`src/rtl/axis_mover.sv`:
```
// axis_mover: one coordinate of the moving block. The position advances on
// qualifying VGA sync ticks, at a configurable step size and speed divider.
// At the edges of [POS_MIN, POS_MAX] it bounces, wraps or stops, and reports
// each edge event with a single-cycle edge_hit pulse.
module axis_mover #(
    parameter int unsigned POS_W     = 8,
    parameter int          POS_MIN   = 0,
    parameter int          POS_MAX   = 144,
    parameter int unsigned STEP_W    = 3,
    parameter int unsigned DIV_W     = 4,
    parameter int          RESET_POS = 0
) (
    input  logic              clk,
    input  logic              reset,
    input  logic              sync,
    input  logic              enable,
    input  logic [1:0]        mode,
    input  logic [STEP_W-1:0] step,
    input  logic [DIV_W-1:0]  div,
    input  logic              load_pos,
    input  logic [POS_W-1:0]  new_pos,
    input  logic              load_dir,
    input  logic              new_dir,
    output logic [POS_W-1:0]  pos,
    output logic              dir,
    output logic              edge_hit,
    output logic              halted
);

    // Signed working width: wide enough for pos +/- step with no overflow.
    localparam int unsigned EXT_W = ((POS_W >= STEP_W) ? POS_W : STEP_W) + 2;

    localparam logic signed [EXT_W-1:0] MIN_S   = EXT_W'(POS_MIN);
    localparam logic signed [EXT_W-1:0] MAX_S   = EXT_W'(POS_MAX);
    localparam logic signed [EXT_W-1:0] RANGE_S = EXT_W'(POS_MAX - POS_MIN + 1);

    localparam logic [1:0] MODE_WRAP = 2'b01;
    localparam logic [1:0] MODE_STOP = 2'b10;

    typedef enum logic {
        ST_RUN,
        ST_HALT
    } state_t;

    state_t             state_q, state_d;
    logic [POS_W-1:0]   pos_q, pos_d;
    logic               dir_q, dir_d;
    logic               edge_hit_q, edge_hit_d;
    logic [DIV_W-1:0]   cnt_q, cnt_d;

    logic                    any_load;
    logic                    move;
    logic signed [EXT_W-1:0] pos_ext;
    logic signed [EXT_W-1:0] step_ext;
    logic signed [EXT_W-1:0] np_ext;
    logic signed [EXT_W-1:0] tgt;

    // State register: synchronous active-high reset.
    always_ff @(posedge clk) begin
        if (reset) begin
            state_q    <= ST_RUN;
            pos_q      <= POS_W'(RESET_POS);
            dir_q      <= 1'b1;
            edge_hit_q <= 1'b0;
            cnt_q      <= '0;
        end else begin
            state_q    <= state_d;
            pos_q      <= pos_d;
            dir_q      <= dir_d;
            edge_hit_q <= edge_hit_d;
            cnt_q      <= cnt_d;
        end
    end

    // Next state: loads take priority, then divider, then move and edge handling.
    always_comb begin
        state_d    = state_q;
        pos_d      = pos_q;
        dir_d      = dir_q;
        edge_hit_d = 1'b0;
        cnt_d      = cnt_q;
        move       = 1'b0;
        any_load   = load_pos | load_dir;
        pos_ext    = signed'(EXT_W'(pos_q));
        step_ext   = signed'(EXT_W'(step));
        np_ext     = signed'(EXT_W'(new_pos));
        tgt        = dir_q ? (pos_ext + step_ext) : (pos_ext - step_ext);

        if (!enable) begin
            cnt_d = '0;
        end

        if (load_pos) begin
            cnt_d = '0;
            if (np_ext < MIN_S) begin
                pos_d = POS_W'(POS_MIN);
            end else if (np_ext > MAX_S) begin
                pos_d = POS_W'(POS_MAX);
            end else begin
                pos_d = new_pos;
            end
        end

        if (load_dir) begin
            dir_d = new_dir;
        end

        if (any_load) begin
            state_d = ST_RUN;
        end else if (state_q == ST_RUN && sync && enable) begin
            if (cnt_q == div) begin
                cnt_d = '0;
                move  = 1'b1;
            end else begin
                cnt_d = cnt_q + DIV_W'(1);
            end
        end

        // A zero step consumes the move event without touching pos or dir.
        if (move && step != '0) begin
            if (tgt > MAX_S) begin
                edge_hit_d = 1'b1;
                if (mode == MODE_WRAP) begin
                    pos_d = POS_W'(tgt - RANGE_S);
                end else begin
                    pos_d = POS_W'(POS_MAX);
                    if (mode == MODE_STOP) begin
                        state_d = ST_HALT;
                    end else begin
                        dir_d = ~dir_q;
                    end
                end
            end else if (tgt < MIN_S) begin
                edge_hit_d = 1'b1;
                if (mode == MODE_WRAP) begin
                    pos_d = POS_W'(tgt + RANGE_S);
                end else begin
                    pos_d = POS_W'(POS_MIN);
                    if (mode == MODE_STOP) begin
                        state_d = ST_HALT;
                    end else begin
                        dir_d = ~dir_q;
                    end
                end
            end else begin
                pos_d = POS_W'(tgt);
            end
        end
    end

    assign pos      = pos_q;
    assign dir      = dir_q;
    assign edge_hit = edge_hit_q;
    assign halted   = (state_q == ST_HALT);

endmodule
```
`config.mk`:
```
export PLATFORM = sky130hd
export DESIGN_NAME = axis_mover
export DESIGN_NICKNAME = d
export VERILOG_FILES = /design/src/rtl/axis_mover.sv
export SDC_FILE = /design/constraint.sdc
export NUM_CORES = 1
export LEC_CHECK = 0
export CORE_MARGIN = 2
export CORE_UTILIZATION = 40
export DETAILED_ROUTE_END_ITERATION = 8
export PLACE_DENSITY = 0.69
export SYNTH_ARGS = -nofsm -noshare
export SYNTH_HDL_FRONTEND = slang
export SYNTH_SLANG_ARGS = --single-unit
```
`constraint.sdc`:
```
create_clock -name clk -period 4.9 [get_ports clk]
set_input_delay 0.98 -clock clk [delete_from_list [all_inputs] [get_ports clk]]
set_output_delay 0.98 -clock clk [all_outputs]
set_load 0.005 [all_outputs]
```
==> key figures <==
Flow run
  • Max-Cap Viols: 0

Clock tree
  • # hold bufs at CTS: 0
  • CTS tree: done
  • Clock Sinks: 15
  • Clock transition at path regs: 0.07 ns
  • Clock latency on the worst-skew pair: 0.25 ns
  • CTS HTree Levels: 1
  • Clock buffer depth: 2
  • CTS buffer count: 3
  • Post-CTS resize count: 0
  • Setup bufs post-CTS: 0
  • Clock root buffer: clkbuf_8

Synthesis
  • Mux cell area share after synthesis: 0.0186
  • Top cell type's share of synthesized area: 0.172
  • Ys flop type: dfxtp_1
  • Netlist Area Pre-Place: 1750 sq um
  • Post-Synth Simple-Gate Area: 0.328
  • Syn_nets: 266
  • Synth warnings: 0
  • Seq/Total Area, Yosys: 0.172
  • Xor/xnor share of the synthesized area: 0.0652
  • Synth Area in Adders: 0.0946
  • Synth Instances: 230
  • Synth Area in Compound Gates: 0.274
  • Top cells by area, synth: dfxtp_1, ha_1, nand2_1
  • Largest family of logic cells by synthesized area: simple AND/OR/NAND/NOR gates
  • Async set-reset flop share out of synthesis: 0
  • Post-synth EDFFs: 0
  • Cell variety after synth: 64
  • Post-synthesis register bit count: 15
  • Synthesized area per cell: 7.59 sq um
  • Dominant cell type by area after synthesis: dfxtp_1

Power and ir drop
  • Sequential group share of total power: 0.338
  • Comb pwr share: 0.398
  • PD cells: 181 nW/um^2
  • Sw Ratio: 0.359
  • P_int: 0.000253 W
  • VDD IR max: 0.0832 mV
  • Clock share of power: 0.265
  • Power Total: 0.000395 W
  • Sw Pwr: 0.000142 W
  • LEAKAGE: 0.883 nW

STA
  • Clock Skew: 0.000757 ns
  • RSZ-0062 raised after global routing: no
  • Final hold violations: 0
  • Pins Over Slew Limit: 0
  • Fin crit share: 0.874
  • Fin crit period: 4.28 ns
  • Fmax: 234 MHz
  • Pin slew with the least headroom to its limit: 0.635 ns
  • Final setup viols: 0
  • Setup total negative slack: 0 ns
  • Rel. slew slack: 0.574

Setup path
  • Critical Path AT: 4.42 ns
  • Crit-path max cell delay: 0.60 ns
  • Crit Path Class: in2reg
  • CP Buf/Inv Count: 3
  • Critical-path cell list: clkdlybuf4s50_1, ha_1, inv_1, fa_1, mux2_2, inv_1, ha_1, nand3_1, or3b_1, a2111o_1, and4_1, o311a_1
  • Worst setup SP type: input port
  • CP max FO: 13
  • WP data required: 5.04 ns
  • Slowest cell on crit path: a2111o_1
  • Crit end category: flip-flop
  • Cell family with most CP delay: compound AO/OA/AOI/OAI gates

Routing
  • Routed Antenna Nets: 0
  • Residual DRC count: 0
  • WL per Instance: 16.5 um
  • WL final: 5.20 mm
  • Initial DRC count: 178
  • Vias: 1888
  • Drt pass-1 iters: 4
  • Routed vias/inst: 6.01

Die
  • Ports: 35
  • Die Ht: 70.1 um
  • Initial cell density of the core: 0.409
  • Floorplan row count: 24
  • Die ar.: 4910 sq um
  • Core Region: 4260 sq um
  • Die X: 70.1 um

Layout
  • Most common cell after layout, fill and taps aside: clkdlybuf4s50_1
  • Core Util, Final: 0.512
  • Layout cell share with drive strength beyond 1: 0.0763
  • Fin cells: 314
  • Most frequent cells in the layout: clkdlybuf4s50_1, nand2_1, nor3_1, dfxtp_1
  • Layout area overhead: 25.0%
  • # fillers: 440
  • ANT cells: 0
  • Net count reported at finish: 299

Global route
  • GR met2 Demand/Resource: 0.348
  • Total track usage: 0.219
  • Met3 usage: 0.0245
  • Met1 global-route usage: 0.316
  • First-pass GRT wire length: 8.71 mm
  • Grt total ovfl: 0
  • Initial antenna violation count: 0
  • Vias in the first global route: 1816
  • Busiest grt layer: met2
  • Pin count of the biggest net entering global routing: 14

Placed design
  • Cell count after placement: 310
  • RePlAce Congestion: 0.914
  • DP HPWL: 4.13 mm
  • Port Buffer Count: 34

Worst hold path
  • Hold Crit Class: reg2reg

Status
  • Run status: complete, no violations
[cells in the mapped netlist, types with 4 or more instances]
cell type	number
a21o_1	4
dfxtp_1	15
nor3_1	15
xnor2_1	6
and4_1	4
or2_2	4
xor2_1	7
clkbuf_1	5
o21ai_0	7
nand3_1	7
ha_1	10
inv_1	12
and3_1	6
nor2_1	12
a31oi_1	8
nor3b_1	4
a21oi_1	12
nand2_1	20
[kinds of logic after synthesis]
| family | count (synthesis) |
|---|---|
| and+or+nand+nor | 100 |
| AOI/OAI and AO/OA | 66 |
| buffers and inverters | 21 |
| DFF | 15 |
| xor gates and xnor gates | 13 |
| adders and majority gates | 12 |
| muxes | 3 |
[power groups by stage]
stage	Combinational, W	Sequential (W)	Clock, W
finish	0.000157	0.000133	0.000104
global route	0.000174	0.000134	0.000112
CTS	0.000155	0.000133	0.000107
detailed placement	0.000154	0.000136	0
global placement	0.000154	0.000136	0
floorplan	0.000104	0.000132	0
[worst min-delay path, stage by stage (launching register included)]
cell,delay [ns]
dfxtp_1,0.34
a21oi_1,0.13
nor2_1,0.05
[area by class of cell]
cell class / instances / area (sq um) / area share
sequential: 15 / 300 / 0.138
timing repair buffer: 37 / 363 / 0.166
clock inverter: 1 / 5.00 / 0.00229
clock buffer: 3 / 41.3 / 0.0189
tap: 52 / 65.1 / 0.0298
multi-input combinational: 194 / 1360 / 0.624
inverter: 12 / 45.0 / 0.0206
[metrics by stage]
stage	cell area (sq um)	hold WS, ns	setup WS, ns
6_report	2180	0.566	0.617
5_1_grt	2180	0.619	0.467
4_1_cts	2180	0.569	0.635
3_5_place_dp	2140	0.555	0.372
3_3_place_gp	2140	0.537	0.446
2_1_floorplan	1750	0.494	1.22
[layer usage]
| layer | wire, um | vias to the layer above |
|---|---|---|
| met5 | 0 | - |
| met4 | 26 | 0 |
| met3 | 265 | 4 |
| met2 | 2400 | 52 |
| met1 | 2510 | 893 |
| li1 | - | 939 |
[path summary, 6_finish.rpt]
| check | startpoint | depth (start not counted) | end | slack [ns] |
|---|---|---|---|---|
| min | cnt_q[2] | 2 | cnt_q[2] | 0.57 |
| min reg2reg | cnt_q[2] | 2 | cnt_q[2] | 0.57 |
| max reg2reg | pos[0] | 12 | pos[0] | 1.37 |
| max | step[0] | 12 | pos[0] | 0.62 |
[registers in the layout (all words and copies together) (netlist names)]
name      flops
dir           1
cnt_q         4
pos           8
edge_hit      1
halted        1
Note: power is estimated with default switching activity, not from simulation.
